File: config.mk
export PLATFORM = sky130hd
export DESIGN_NAME = pipe_skid_stage
export DESIGN_NICKNAME = d
export VERILOG_FILES = /design/src/rtl/pipe_pkg.sv /design/src/rtl/pipe_data_reg.sv /design/src/rtl/pipe_skid_stage.sv
export SDC_FILE = /design/constraint.sdc
export NUM_CORES = 1
export LEC_CHECK = 0
export CAP_MARGIN = 20
export CELL_PAD_IN_SITES_DETAIL_PLACEMENT = 0
export CELL_PAD_IN_SITES_GLOBAL_PLACEMENT = 1
export CORE_MARGIN = 5
export CORE_UTILIZATION = 39
export DETAILED_ROUTE_END_ITERATION = 10
export PLACE_DENSITY = 0.84
export SLEW_MARGIN = 25
export SYNTH_ARGS = -nofsm -noshare
export SYNTH_HDL_FRONTEND = slang
export SYNTH_SLANG_ARGS = --single-unit
File: constraint.sdc
create_clock -name clk -period 2.2 [get_ports clk]
set_input_delay 0.22 -clock clk [delete_from_list [all_inputs] [get_ports clk]]
set_output_delay 0.22 -clock clk [all_outputs]
set_load 0.005 [all_outputs]
File: src/rtl/pipe_pkg.sv
// Purpose : shared state encoding for the skid pipeline stage.
// Latency : n/a (types and constants only).
// Backpressure: n/a.
package pipe_pkg;

  // State value doubles as the occupancy count (0, 1 or 2 entries).
  typedef logic [1:0] pipe_state_t;

  localparam pipe_state_t ST_EMPTY = 2'd0;
  localparam pipe_state_t ST_ONE   = 2'd1;
  localparam pipe_state_t ST_FULL  = 2'd2;

endpackage

File: src/rtl/pipe_data_reg.sv
// Purpose : WIDTH-bit data register with load enable and synchronous clear.
// Latency : q updates one clock after ld/clr; clr wins over ld.
// Backpressure: none; the owner decides when to load.
//
// Ports:
//   clk, rst  - clock, asynchronous active-high reset (q <= 0)
//   ld, clr   - load d / zero q on the next rising edge
//   d, q      - data in / registered data out
module pipe_data_reg #(
  parameter int WIDTH = 32
) (
  input  logic             clk,
  input  logic             rst,
  input  logic             ld,
  input  logic             clr,
  input  logic [WIDTH-1:0] d,
  output logic [WIDTH-1:0] q
);

  always_ff @(posedge clk or posedge rst) begin
    if (rst) begin
      q <= '0;
    end else if (clr) begin
      q <= '0;
    end else if (ld) begin
      q <= d;
    end
  end

endmodule

File: src/rtl/pipe_skid_stage.sv
// Purpose : pipeline stage register with valid/ready handshake and a 2-entry skid buffer.
// Latency : 1 cycle from in_fire to out_data; 1 beat/cycle while out_ready=1.
// Backpressure: in_ready is decoded from state only (no combinational ready path); drops when 2 entries held.
//
// Ports:
//   clk, rst               - clock, asynchronous active-high reset
//   flush                  - synchronous kill of all held entries (highest priority)
//   in_valid/in_ready/in_data    - upstream handshake and payload
//   out_valid/out_ready/out_data - downstream handshake; out_data is the main (head) register
//   occupancy              - entries held: 0, 1 or 2
module pipe_skid_stage
  import pipe_pkg::*;
#(
  parameter int WIDTH        = 32,
  parameter bit CLEAR_ON_POP = 1'b1
) (
  input  logic             clk,
  input  logic             rst,
  input  logic             flush,
  input  logic             in_valid,
  output logic             in_ready,
  input  logic [WIDTH-1:0] in_data,
  output logic             out_valid,
  input  logic             out_ready,
  output logic [WIDTH-1:0] out_data,
  output logic [1:0]       occupancy
);

  pipe_state_t      state;
  pipe_state_t      state_nxt;
  logic             in_fire;
  logic             out_fire;
  logic             main_ld;
  logic             main_clr;
  logic             main_from_skid;
  logic             skid_ld;
  logic             skid_clr;
  logic [WIDTH-1:0] main_d;
  logic [WIDTH-1:0] main_q;
  logic [WIDTH-1:0] skid_q;

  // Handshake outputs depend on the state register only.
  assign out_valid = (state != ST_EMPTY);
  assign in_ready  = (state != ST_FULL);
  assign occupancy = state;
  assign out_data  = main_q;

  assign in_fire  = in_valid & in_ready;
  assign out_fire = out_valid & out_ready;

  always_comb begin
    state_nxt      = state;
    main_ld        = 1'b0;
    main_clr       = 1'b0;
    main_from_skid = 1'b0;
    skid_ld        = 1'b0;
    skid_clr       = 1'b0;
    if (flush) begin
      // Any beat handshaked this cycle is dropped; a concurrent out_fire
      // still consumes the current head because out_data is the register.
      state_nxt = ST_EMPTY;
      main_clr  = 1'b1;
      skid_clr  = 1'b1;
    end else begin
      case (state)
        ST_EMPTY: begin
          if (in_fire) begin
            main_ld   = 1'b1;
            state_nxt = ST_ONE;
          end
        end
        ST_ONE: begin
          if (in_fire && out_fire) begin
            main_ld = 1'b1;
          end else if (in_fire) begin
            // Head is stalled: park the new beat behind it.
            skid_ld   = 1'b1;
            state_nxt = ST_FULL;
          end else if (out_fire) begin
            main_clr  = CLEAR_ON_POP;
            state_nxt = ST_EMPTY;
          end
        end
        ST_FULL: begin
          if (out_fire) begin
            main_ld        = 1'b1;
            main_from_skid = 1'b1;
            skid_clr       = CLEAR_ON_POP;
            state_nxt      = ST_ONE;
          end
        end
        default: begin
          state_nxt = ST_EMPTY;
        end
      endcase
    end
  end

  assign main_d = main_from_skid ? skid_q : in_data;

  always_ff @(posedge clk or posedge rst) begin
    if (rst) begin
      state <= ST_EMPTY;
    end else begin
      state <= state_nxt;
    end
  end

  pipe_data_reg #(.WIDTH(WIDTH)) u_main (
    .clk (clk),
    .rst (rst),
    .ld  (main_ld),
    .clr (main_clr),
    .d   (main_d),
    .q   (main_q)
  );

  pipe_data_reg #(.WIDTH(WIDTH)) u_skid (
    .clk (clk),
    .rst (rst),
    .ld  (skid_ld),
    .clr (skid_clr),
    .d   (in_data),
    .q   (skid_q)
  );

endmodule

==> results.toml <==
[die]
core_area_um2 = 7140
floorplan.rows = 31
die_h_um = 95.2
die_width_um = 95.2
initial_standard_cell_utilization_of_the_core = 0.396
floorplan.die_area_um2 = 9050
io_pins = 73

[placement]
placed_standard_cell_area_um2 = 3690
placedCellCount = 365
dp_hpwl_mm = 4.10
weighted_congestion_reported_at_the_end_of_routability_driven_placement = 0.777
buffer_ports.inserted = 72

[synthesis]
post_synth_inst_count = 201
synth_top_area_cell = "dfrtp_1"
synth_area_per_cell_um2 = 14.1
yosys.area.top_type_share = 0.584
syn-cell-area_um2 = 2830
synthTopCellsByArea = "dfrtp_1 58%, mux2i_1 11%, a22o_1 9.9%, o2bb2ai_1 9.9%, buf_2 1.6%"
synth-warning-count = 0
synth_seq_cells = 66
share_of_the_yosys_chip_area_belonging_to_registers = 0.584
post_synthesis_net_count = 238
synth_cell_types = 22

[setup_path]
crit_path_end_kind = "output pin"
timing.setup.critical_path_class = "reg -> out"
cp_data_required_time_ps = 1980
path_max_fanout = 11
timing.critical_path.arrival_ps = 1600
startpoint_type = "register"

[pwr]
worst_vdd_drop_mv = 0.282
leakage_nw = 1.58
pd_cells_nw_per_um2 = 663

[routing]
antenna_left = 0
drt_pass1_iterations = 4
finalWirelength_mm = 6.31
detail_route.vias_per_cell = 5.18
detail_route.drc_violations = 0
vias = 1954
route.detailed.wl_per_inst_um = 16.7
first_iter_violations = 65

[grt]
grt_start_max_net_pins = 36
tot_gr_track_use = 0.151
first_global_vias = 2098
grt_first_pass_wirelength_mm = 10.4
grt_overflow_total = 0
antenna_violations_before_repair = 0

[cts]
post_cts_resized = 0
cts_root_buffer = "clkbuf_8"
ctsHtreeMaxLevel = 3
cts_tree = "yes"
cts_num_sinks = 66
clk_path_buf_depth = 2
tritoncts.num_buffers = 9
worstSkewPairLatency_ps = 320
postCtsSetupBuffers = 0
hold_buffers = 0
clkSlewWorstSetupHoldPaths_ps = 70

[timing]
grt_setup_unrepaired = "false"
worst_clock_skew_ps = 7.53
min_period_over_period = 0.827
finalSetupTns_ps = 0
achievable-frequency_mhz = 550
slew-limit-headroom = 0.697
timing.final.hold_violations = 0
slew_at_the_pin_with_the_worst_max_slew_slack_ps = 454
setup_violations = 0
timing.final.max_slew_violations = 0
finalWorstPathRequiredPeriod_ps = 1820

[layout]
antenna_cells_inserted = 0
non_filler_instance_count_after_layout = 377
utilization = 0.537
nets = 314
area_growth_pct = 35.5
fin_area_um2 = 3830
layout-drive-gt1-share = 0.112

[flow_run]
timing.max_cap.violations = 0

[min_path]
worstHoldPathType = "in -> async"

[status]
status = "complete, no violations"
==> final cells by class <==
type	instances	area, um^2
Clock buffer	11	141
Timing Repair Buffer	83	841
Sequential cell	66	1650
Tap cell	99	124
Fill cell	625	3300
Multi-Input combinational cell	115	1060
Clock inverter	1	5.00
Inverter	2	7.51
==> critical path: stages, from the launching register on <==
cell and delay (ps):
dfrtp_1 510, or2_2 330, clkdlybuf4s50_1 440
==> path summary, 6_finish.rpt <==
kind	from	endpoint	slack (ps)	depth (start not counted)
setup / recovery	occupancy[1]$_DFFE_PP0P_	out_valid	380	2
hold / removal	rst	u_skid.q[7]$_DFFE_PP0P_	230	2
setup reg to reg	occupancy[1]$_DFFE_PP0P_	u_main.q[6]$_DFFE_PP0P_	440	4
hold reg to reg	u_main.q[23]$_DFFE_PP0P_	u_main.q[23]$_DFFE_PP0P_	480	1
max in group asynchronous	rst	u_main.q[24]$_DFFE_PP0P_	1430	3
min in group clk	u_main.q[23]$_DFFE_PP0P_	u_main.q[23]$_DFFE_PP0P_	480	1
==> Yosys cell counts <==
library cell   n
a211oi_1       1
a21o_1         1
a21oi_1        2
a221oi_4       1
a22o_1        32
a311oi_2       1
and4bb_1       1
buf_2          9
buf_4          6
buf_6          3
dfrtp_1       66
inv_1          2
mux2_4         1
mux2i_1       32
nand2_1        3
nand3b_1       1
nor2_1         1
nor2b_1        2
nor4bb_1       2
o2bb2ai_1     32
or2_2          1
or3b_2         1
==> layout by cell type, fill, tap and decap left out, types with 2 or more instances in the layout <==
cell / instances
buf_12: 3
a22o_1: 32
nor4bb_1: 2
nand2_1: 3
clkbuf_8: 10
buf_4: 8
clkdlybuf4s50_1: 72
dfrtp_1: 66
o2bb2ai_1: 32
mux2i_1: 32
==> per-stage QoR <==
step                hold slack (ps)  power [W]  setup WS [ps]
global placement                470    0.00175            309
CTS                             231    0.00258            356
detailed placement              473    0.00176            250
global route                    292    0.00266            285
finish                          231    0.00254            381
floorplan                       283    0.00151            325
==> cells by family (layout without fill, tap and decap cells) <==
logic type / Yosys count / in the layout / share of synthesized area
compound gates: 70 / 70 / 0.222
flops: 66 / 66 / 0.584
mux: 33 / 33 / 0.119
buf+inv: 20 / 97 / 0.0465
simple gates: 12 / 12 / 0.0292
==> sequential cells by signal, indices dropped and copies added (netlist names) <==
name,cells
u_skid.q,32
occupancy,2
u_main.q,32
==> where the power goes <==
group | leakage [nW] | internal (W) | total [W] | switching [W]
sequential | 0.892 | 0.00128 | 0.00133 | 0.0000449
clock | 0.0770 | 0.000413 | 0.000810 | 0.000397
combinational | 0.608 | 0.000234 | 0.000402 | 0.000168
==> routing by layer <==
| metal | wire, um | global-route usage | vias to the layer above |
|---|---|---|---|
| met1 | 3110 | 0.206 | 971 |
| met5 | 0 | 0 | - |
| met2 | 2810 | 0.230 | 50 |
| li1 | - | - | 926 |
| met3 | 316 | 0.0403 | 7 |
| met4 | 75 | 0.0565 | 0 |
Note: power is estimated with default switching activity, not from simulation.
